### src/rtl/gc_conf_sequencer_pkg.sv
// Shared global-controller definitions: configuration select ids, sequencer
// state encoding and error codes.
package gc_conf_sequencer_pkg;

    localparam logic [2:0] GC_SEL_IDLE   = 3'b000;
    localparam logic [2:0] GC_SEL_STRIDE = 3'b011;

    typedef enum logic [2:0] {
        ST_IDLE,
        ST_LOAD,
        ST_WAIT_ACK,
        ST_DONE,
        ST_ERROR
    } gc_state_e;

    typedef enum logic [1:0] {
        ERR_NONE      = 2'b00,
        ERR_TIMEOUT   = 2'b01,
        ERR_ACKED     = 2'b10,
        ERR_EARLY_ACK = 2'b11
    } gc_err_e;

    // Words in a k x k stride matrix; an empty mask still loads one word.
    function automatic int unsigned gc_matrix_words(input int unsigned k);
        return (k == 0) ? 1 : k * k;
    endfunction

endpackage

### src/rtl/gc_conf_fifo.sv
// Small synchronous FIFO buffering loader words ahead of the configuration bus.
// Flush has priority over push and pop in the same cycle.
module gc_conf_fifo #(
    parameter int DEPTH = 4,
    parameter int WIDTH = 8
) (
    input  logic             i_clk,
    input  logic             i_rst_n,
    input  logic             i_push,
    input  logic [WIDTH-1:0] i_data,
    input  logic             i_pop,
    input  logic             i_flush,
    output logic [WIDTH-1:0] o_data,
    output logic             o_full,
    output logic             o_empty
);

    localparam int AW = $clog2(DEPTH);

    logic [WIDTH-1:0] r_mem [DEPTH];
    logic [AW-1:0]    r_wr_ptr;
    logic [AW-1:0]    r_rd_ptr;
    logic [AW:0]      r_cnt;
    logic             w_do_push;
    logic             w_do_pop;

    assign o_full    = (r_cnt == (AW+1)'(DEPTH));
    assign o_empty   = (r_cnt == '0);
    assign o_data    = r_mem[r_rd_ptr];
    assign w_do_push = i_push && !o_full;
    assign w_do_pop  = i_pop && !o_empty;

    always_ff @(posedge i_clk) begin
        if (w_do_push && !i_flush) r_mem[r_wr_ptr] <= i_data;
    end

    always_ff @(posedge i_clk or negedge i_rst_n) begin
        if (!i_rst_n) begin
            r_wr_ptr <= '0;
            r_rd_ptr <= '0;
            r_cnt    <= '0;
        end else if (i_flush) begin
            r_wr_ptr <= '0;
            r_rd_ptr <= '0;
            r_cnt    <= '0;
        end else begin
            if (w_do_push) r_wr_ptr <= r_wr_ptr + 1'b1;
            if (w_do_pop)  r_rd_ptr <= r_rd_ptr + 1'b1;
            r_cnt <= r_cnt + {{AW{1'b0}}, w_do_push} - {{AW{1'b0}}, w_do_pop};
        end
    end

endmodule

### src/rtl/gc_conf_sequencer.sv
// Streams stride-matrix words from the loader FIFO onto conf_bus/sel, counts
// them against the active dimension and waits for the target's acknowledge.
module gc_conf_sequencer
    import gc_conf_sequencer_pkg::*;
#(
    parameter int                      DIMENSION            = 3,
    parameter int                      MATRIX_ELEMENT_WIDTH = 8,
    parameter int                      SELECT_WIDTH         = 3,
    parameter logic [SELECT_WIDTH-1:0] TARGET_SEL           = SELECT_WIDTH'(GC_SEL_STRIDE),
    parameter logic [SELECT_WIDTH-1:0] IDLE_SEL             = SELECT_WIDTH'(GC_SEL_IDLE),
    parameter int                      FIFO_DEPTH           = 4,
    parameter int                      ACK_TIMEOUT          = 16,
    localparam int                     CW                   = $clog2(DIMENSION*DIMENSION+1),
    localparam int                     TW                   = $clog2(ACK_TIMEOUT+1)
) (
    input  logic                            i_conf_clk,
    input  logic                            i_reset,
    input  logic                            i_start,
    input  logic [DIMENSION-1:0]            i_output_selector,
    input  logic [MATRIX_ELEMENT_WIDTH-1:0] i_in_data,
    input  logic                            i_in_valid,
    output logic                            o_in_ready,
    output logic [MATRIX_ELEMENT_WIDTH-1:0] o_conf_bus,
    output logic [SELECT_WIDTH-1:0]         o_sel,
    input  logic                            i_conf_ack,
    output logic                            o_busy,
    output logic                            o_done,
    output logic                            o_error,
    output logic [1:0]                      o_error_code,
    output logic [CW-1:0]                   o_word_count
);

    gc_state_e                       r_state;
    logic [DIMENSION-1:0]            r_mask;
    logic [CW-1:0]                   r_cnt;
    logic [TW-1:0]                   r_timer;
    logic [SELECT_WIDTH-1:0]         r_sel;
    logic [MATRIX_ELEMENT_WIDTH-1:0] r_bus;
    logic                            r_busy;
    logic                            r_done;
    logic                            r_error;
    logic [1:0]                      r_code;

    logic [MATRIX_ELEMENT_WIDTH-1:0] w_head;
    logic                            w_full;
    logic                            w_empty;
    logic                            w_push;
    logic                            w_issue;
    logic                            w_flush;
    logic                            w_timeout;
    logic [CW-1:0]                   w_n;

    // Only the contiguous run of ones from bit 0 counts as active dimensions.
    function automatic logic [CW-1:0] words_for(input logic [DIMENSION-1:0] mask);
        int unsigned k;
        logic        run;
        k   = 0;
        run = 1'b1;
        for (int i = 0; i < DIMENSION; i++) begin
            run = run & mask[i];
            if (run) k = k + 1;
        end
        return CW'(gc_matrix_words(k));
    endfunction

    assign w_n       = words_for(r_mask);
    assign w_timeout = (r_timer == TW'(ACK_TIMEOUT-1));
    assign w_issue   = (r_state == ST_LOAD) && !i_conf_ack && !w_empty;
    assign w_push    = i_in_valid && o_in_ready;
    assign w_flush   = ((r_state == ST_IDLE) && i_start && i_conf_ack)
                    || ((r_state == ST_LOAD) && i_conf_ack)
                    || ((r_state == ST_WAIT_ACK) && !i_conf_ack && w_timeout);

    assign o_in_ready   = i_reset && !w_full && (r_state != ST_ERROR);
    assign o_conf_bus   = r_bus;
    assign o_sel        = r_sel;
    assign o_busy       = r_busy;
    assign o_done       = r_done;
    assign o_error      = r_error;
    assign o_error_code = r_code;
    assign o_word_count = r_cnt;

    gc_conf_fifo #(
        .DEPTH (FIFO_DEPTH),
        .WIDTH (MATRIX_ELEMENT_WIDTH)
    ) u_fifo (
        .i_clk   (i_conf_clk),
        .i_rst_n (i_reset),
        .i_push  (w_push),
        .i_data  (i_in_data),
        .i_pop   (w_issue),
        .i_flush (w_flush),
        .o_data  (w_head),
        .o_full  (w_full),
        .o_empty (w_empty)
    );

    always_ff @(posedge i_conf_clk or negedge i_reset) begin
        if (!i_reset) begin
            r_state <= ST_IDLE;
            r_mask  <= '0;
            r_cnt   <= '0;
            r_timer <= '0;
            r_sel   <= IDLE_SEL;
            r_bus   <= '0;
            r_busy  <= 1'b0;
            r_done  <= 1'b0;
            r_error <= 1'b0;
            r_code  <= ERR_NONE;
        end else begin
            r_done <= 1'b0;
            r_sel  <= IDLE_SEL;
            case (r_state)
                ST_IDLE, ST_ERROR: begin
                    if (i_start) begin
                        r_mask <= i_output_selector;
                        r_cnt  <= '0;
                        if (i_conf_ack) begin
                            // Target still holding a stale ack: refuse to load.
                            r_state <= ST_ERROR;
                            r_error <= 1'b1;
                            r_code  <= ERR_ACKED;
                        end else begin
                            r_state <= ST_LOAD;
                            r_busy  <= 1'b1;
                            r_error <= 1'b0;
                            r_code  <= ERR_NONE;
                        end
                    end
                end
                ST_LOAD: begin
                    if (i_conf_ack) begin
                        r_state <= ST_ERROR;
                        r_busy  <= 1'b0;
                        r_error <= 1'b1;
                        r_code  <= ERR_EARLY_ACK;
                    end else if (w_issue) begin
                        r_sel <= TARGET_SEL;
                        r_bus <= w_head;
                        r_cnt <= r_cnt + 1'b1;
                        if (r_cnt + 1'b1 == w_n) begin
                            r_state <= ST_WAIT_ACK;
                            r_timer <= '0;
                        end
                    end
                end
                ST_WAIT_ACK: begin
                    if (i_conf_ack) begin
                        r_state <= ST_DONE;
                        r_busy  <= 1'b0;
                        r_done  <= 1'b1;
                    end else if (w_timeout) begin
                        r_state <= ST_ERROR;
                        r_busy  <= 1'b0;
                        r_error <= 1'b1;
                        r_code  <= ERR_TIMEOUT;
                    end else begin
                        r_timer <= r_timer + 1'b1;
                    end
                end
                ST_DONE: r_state <= ST_IDLE;
                default: r_state <= ST_IDLE;
            endcase
        end
    end

endmodule

### config.mk
export PLATFORM = sky130hd
export DESIGN_NAME = gc_conf_sequencer
export DESIGN_NICKNAME = d
export VERILOG_FILES = /design/src/rtl/gc_conf_sequencer_pkg.sv /design/src/rtl/gc_conf_fifo.sv /design/src/rtl/gc_conf_sequencer.sv
export SDC_FILE = /design/constraint.sdc
export NUM_CORES = 1
export LEC_CHECK = 0
export ABC_AREA = 1
export BUFFER_PORTS_ARGS = -buffer_cell sky130_fd_sc_hd__buf_4
export CORE_ASPECT_RATIO = 0.6
export CORE_UTILIZATION = 47
export CTS_CLUSTER_DIAMETER = 80
export DETAILED_ROUTE_END_ITERATION = 10
export PLACE_DENSITY = 0.74
export SLEW_MARGIN = 20
export SYNTH_ARGS = -nofsm -noshare
export SYNTH_HDL_FRONTEND = slang
export SYNTH_SLANG_ARGS = --single-unit
### constraint.sdc
create_clock -name i_conf_clk -period 3.15 [get_ports i_conf_clk]
set_clock_uncertainty 0.1 [all_clocks]
set_input_delay 0.315 -clock i_conf_clk [delete_from_list [all_inputs] [get_ports i_conf_clk]]
set_output_delay 0.315 -clock i_conf_clk [all_outputs]
set_load 0.01 [all_outputs]
Word-level counts from Yosys, hierarchy flattened
Memories as Yosys holds them, arrays and structs flattened. A register that Yosys moved wholly into a read port is not among the register bits.
Cells that the tools add are included.
- $add $sub $neg: 8
- multipliers: 1
- divide/modulo/power cells: 0
- order comparisons: 0
- equality and inequality tests: 19
- shift operators: 0
- mux-type cells: 51
- bitwise operators: 3
- reduce and logical (&&, ||, !) cells: 36
- operators with widths (kind ; number):
    $add A32 B1 Y32 const B ; 1
    $logic_not A32 Y1 ; 1
    $mul A32 B32 Y4 ; 1
    $mux W32 ; 1
    $mux W2 ; 13
    $mux W5 ; 5
    $mux W3 ; 8
    $mux W4 ; 4
    $mux W1 ; 14
    $ne A2 B2 Y1 const B ; 7
    $logic_and A1 B1 Y1 ; 13
    $pmux W5 S2 ; 1
    $reduce_and A5 Y1 ; 2
    $pmux W3 S3 ; 1
    $pmux W4 S2 ; 1
    $reduce_and A4 Y1 ; 2
    $reduce_bool A2 Y1 ; 4
    $eq A3 B3 Y1 const B ; 2
    $logic_not A3 Y1 ; 2
    $ne A3 B2 Y1 const B ; 2
    $ne A3 B3 Y1 const B ; 2
    $pmux W1 S3 ; 2
    $pmux W2 S3 ; 1
    $reduce_and A6 Y1 ; 1
    other kinds (19) ; 27
- register bits after elaboration: 30
- latch bits: 0
- memory bits (writable): 32
- memory bits (read-only): 0
- bits of input ports: 16
- output and inout bits: 21
- logic and storage cells: 131
- memories: 1
- memories (name ; depth ; bits a word ; rd ports ; clocked after Yosys merged registers in ; write ports ; line ; RTL):
    u_fifo.r_mem ; 4 ; 8 ; 1 ; 1 ; 1 ; gc_conf_fifo.sv:20 ; logic [WIDTH-1:0] r_mem [DEPTH];

Depth between registers and ports, before layout
- depth after elaboration: 12
- gate-level depth with buffers: 13
- mapped depth without buffers: 12

Hierarchy
Synthesis repeated with hierarchy kept, for this count alone.
- cells, all modules: 345
- area, all modules: 3259.4 µm²
- modules (own cells, without submodules) (module ; instances ; cells an instance ; area each (µm²) ; seq. area each (µm²)):
    gc_conf_fifo ; 1 ; 141 ; 1692.9 ; 1136.1
    gc_conf_sequencer ; 1 ; 204 ; 1566.5 ; 725.7

Least setup slack after synthesis
No wires, ideal clock.
- path type: register to register
- start: register u_fifo.r_cnt[1]
- end: register u_fifo.r_cnt[2]
- arrival: 2114 ps
- required time: 2930 ps
- setup slack: 816 ps
- stages on the path, launching flop included: 12
- path buffers: 1
- period minus slack after synthesis: 2334 ps
- cells stage by stage: dfrtp_1 -> or2_1 -> nor2_2 -> nor2_4 -> buf_2 -> ha_1 -> inv_1 -> ha_1 -> inv_1 -> fa_1 -> xor2_1 -> nor2_1
- word-level cells in the longest chain between the ends: 9
- elaborated cells on any way between the ends: 13
- classes of those cells: add/sub: 2; eq/ne: 1; mux: 1; reduce/logical: 9
- ends and longest elaborated chain (element ; line ; RTL):
    from (decl) ; gc_conf_fifo.sv:23 ; logic [AW:0] r_cnt;
    from (signal assigned) ; gc_conf_fifo.sv:49 ; r_cnt <= r_cnt + {{AW{1'b0}}, w_do_push} - {{AW{1'b0}}, w_do_pop};
    $eq A3 B3 Y1 ; gc_conf_fifo.sv:27 ; assign o_full = (r_cnt == (AW+1)'(DEPTH));
    $logic_not A1 Y1 ; gc_conf_fifo.sv:30, gc_conf_sequencer.sv:74 ;
    $logic_and A1 B1 Y1 (2 in a row) ; gc_conf_sequencer.sv:74 ; assign o_in_ready = i_reset && !w_full && (r_state != ST_ERROR);
    $logic_and A1 B1 Y1 ; gc_conf_sequencer.sv:69 ; assign w_push = i_in_valid && o_in_ready;
    $logic_and A1 B1 Y1 ; gc_conf_fifo.sv:30 ; assign w_do_push = i_push && !o_full;
    $add A3 B1 Y3 ; gc_conf_fifo.sv:49 ;
    $sub A3 B1 Y3 * ; gc_conf_fifo.sv:49 ;
    $mux W3 * ; gc_conf_fifo.sv:42 ; end else if (i_flush) begin
Mark *: on every way between the ends. The rest lies on a longest branch, timed or not.
A chain may end at the register's enable or synchronous reset.

Worst setup path after layout
Same ends and word-level chain as after synthesis.

==> impl_metrics.ini <==
[global_route]
top_usage_layer = met2
grt_max_degree = 37
grt_pass1_wl_mm = 10.21
gr-usage-met3_pct = 6.338
grt.total_usage_pct = 20.00
antenna_found_initial = 0
grt.overflow.total = 0
use_met1_pct = 27.87
grt_pass1_vias = 2134
grtUsageMet2_pct = 28.87

[min_path]
min_path_type = in -> reg

[synthesis]
avgSynthCellArea_um2 = 9.642
synth-edff-count = 32
synthesis.area_um2 = 3114
netlist_instances = 323
synth_cell_types = 36
ys_warn_count = 0
seq_area_frac_synth_pct = 59.78
synth-main-ff-cell = dfrtp_1
synth.net_count = 349
async_flop_share_pct = 52.94
ys_ff_latch = 68

[layout]
syn2layout_area_growth_pct = 17.52
fin_cells = 455
drive_gt1_share_pct = 18.33
nNetsFinal = 392
stdcell_area_um2 = 3660
antennaDiodeCount = 0
final_util_pct = 58.57
num-fill-cells = 538

[die]
die_h_um = 65.05
rows = 22
initial_core_util_pct = 49.84
ios = 37
die_w_um = 107.1
core_area_um2 = 6248
die_area_um2 = 6966

[setup_path]
reg2regPathDepth = 10
path_max_fanout = 4
r2r_slack_ns = 0.86
timing.rr.start = u_fifo.r_cnt[1]
startpoint = u_fifo.r_cnt[1]
endpoint_kind = flip-flop
crit_path_end = u_fifo.r_cnt[2]
critPathRequiredTime_ns = 3.27
cp.arrival_ns = 2.40
cp-start-kind = flip-flop
r2r-end = u_fifo.r_cnt[2]
crit_type = reg -> reg

[power_and_ir_drop]
leakagePower_nw = 1.635
p_int_w = 0.001925
p_sw_w = 0.001064
power.density_nw_per_um2 = 816.5
peakVddDrop_mv = 0.2826
switching_share_pct = 35.59
clockPowerShare_pct = 22.8
pwr-share-comb_pct = 33.8
seqPwrFrac_pct = 43.4

[routing]
drtIter0Drc = 146
vias = 2289
wl_mm = 6.106
viasPerCell = 5.031
drc = 0
dr.pass1.iters = 5
ant_nets = 0
wire_per_inst_um = 13.42

[place]
port_buffers = 35
gp_congestion = 0.7991
placed_area_um2 = 3462
dp_hpwl_mm = 4.291
placed_cells = 438

[sta]
maxSlewHeadroom_pct = 52.82
rsz0062_at_grt = no
setup_tns_ns = 0
fin_crit_sh_pct = 72.62
hold_viol = 0
tightest_slew_ns = 0.7051
holdWs_ns = 0.08108
setup_violations = 0
period_minus_slack_ns = 2.288
fmax_mhz = 437.1
slew_viol_final = 0

[cts]
cts-root-buf = clkbuf_8
htreeDepth = 3
clock_latency_ns = 0.33
cts_tree = done
numClockSinks = 68
clkTransAtPathRegs_ns = 0.07
cts_made_buffers = 9
cts_buffer_depth = 2

[outcome]
status = finished clean

[flow_run]
drv_cap = 0
metal layers:
layer / part of all wire (%) / wire length [um] / up-vias
met5: 0 / 0 / -
met4: 1.7 / 103 / 0
met3: 4.6 / 279 / 12
met2: 43 / 2621 / 49
met1: 51 / 3102 / 1083
li1: - / - / 1145
sequential cells by signal (all words and copies together), names as in the netlist:
register,cells
o_busy,1
o_conf_bus,8
o_done,1
o_error,1
o_error_code,2
o_sel,1
o_word_count,4
r_mask,3
r_state,3
r_timer,5
u_fifo.r_cnt,3
u_fifo.r_mem,32
u_fifo.r_rd_ptr,2
u_fifo.r_wr_ptr,2
worst min-delay path by stage:
stage                 startpoint            endpoint  slack, ns  cells after the start
floorplan                i_reset              o_busy      -0.08                      0
global placement         i_reset           r_mask[2]       0.33                      2
detailed placement       i_reset           r_mask[1]       0.32                      2
CTS                 i_in_data[1]  u_fifo.r_mem[1][1]       0.07                      1
global route        i_in_data[1]  u_fifo.r_mem[1][1]       0.06                      1
finish              i_in_data[1]  u_fifo.r_mem[1][1]       0.08                      1
through the flow:
step | worst slack [ns] | power, W
finish | 0.8623 | 0.002988
global route | 0.7155 | 0.003221
CTS | 0.8487 | 0.003009
detailed placement | 0.8661 | 0.002322
global placement | 0.9327 | 0.002290
floorplan | 0.8161 | 0.001974
cell usage after synthesis (2+ instances only):
cell type	instances	share of area, %
xor2_1	2	0.56
inv_2	3	0.36
nand3_1	14	2.2
nand2_2	3	0.60
edfxtp_1	32	31
nand2_1	53	6.4
buf_4	2	0.48
a31oi_1	8	1.6
inv_1	32	3.9
dfrtp_1	36	29
nor2_2	5	1.0
a21oi_1	6	0.96
nand3_2	3	0.96
ha_1	9	3.6
buf_2	4	0.64
o21ai_1	6	0.96
nand4_1	2	0.40
nor2_1	65	7.8
o21ai_0	21	3.4
area by class of cell:
cell class | count | area, um2 | share of cell area [%]
inverters | 36 | 135.1 | 3.692
well taps | 84 | 105.1 | 2.872
clock inverters | 3 | 38.79 | 1.060
clock buffers | 13 | 148.9 | 4.068
multi-input cells | 211 | 1067 | 29.16
repair buffers | 40 | 302.8 | 8.273
flip-flops and latches | 68 | 1862 | 50.87
cell families after synthesis:
group	synth area share [%]
compound gates	7.875
xor+xnor	0.5626
fa+ha+maj	4.259
buf+inv	5.946
flops	59.78
other cells	0.1204
simple gates	21.45
cell usage in the layout (no fill, tap or decap), types with 2 or more instances in the layout:
cell | synthesis | layout
inv_2 | 3 | 3
buf_4 | 2 | 39
clkbuf_8 | 0 | 10
nand3_2 | 3 | 3
nand2_2 | 3 | 3
nor2_1 | 65 | 65
nand3_1 | 14 | 14
dfrtp_1 | 36 | 36
o21ai_0 | 21 | 21
edfxtp_1 | 32 | 32
clkinv_1 | 1 | 2
a31oi_1 | 8 | 8
ha_1 | 9 | 9
xor2_1 | 2 | 2
inv_1 | 32 | 32
nor2_2 | 5 | 5
nand4_1 | 2 | 2
clkbuf_1 | 1 | 3
nand2_1 | 53 | 53
a21oi_1 | 6 | 6
o21ai_1 | 6 | 6
power groups by stage:
stage          combinational (W)  sequential [W]  clock, W
2_1_floorplan           0.000670         0.00130         0
3_3_place_gp            0.000986         0.00130         0
3_5_place_dp             0.00100         0.00132         0
4_1_cts                  0.00102         0.00130  0.000693
5_1_grt                  0.00116         0.00133  0.000736
6_report                 0.00101         0.00130  0.000681
worst max-delay path, stage by stage (launching register included):
cell and delay (ns):
dfrtp_1 0.41, or2_1 0.27, nor2_2 0.18, nor2_4 0.06, ha_1 0.28, inv_1 0.05, ha_1 0.13, inv_1 0.05
fa_1 0.40, xor2_1 0.16, nor2_1 0.06
repair_timing:
action                                  in CTS  in global routing
endpoints found under the hold margin       36                  0
hold buffers                                 1                  0
resized for setup                            0                  0
endpoints found under the setup margin       0                  0
buffers inserted                             0                  0
Note: power is estimated with default switching activity, not from simulation.
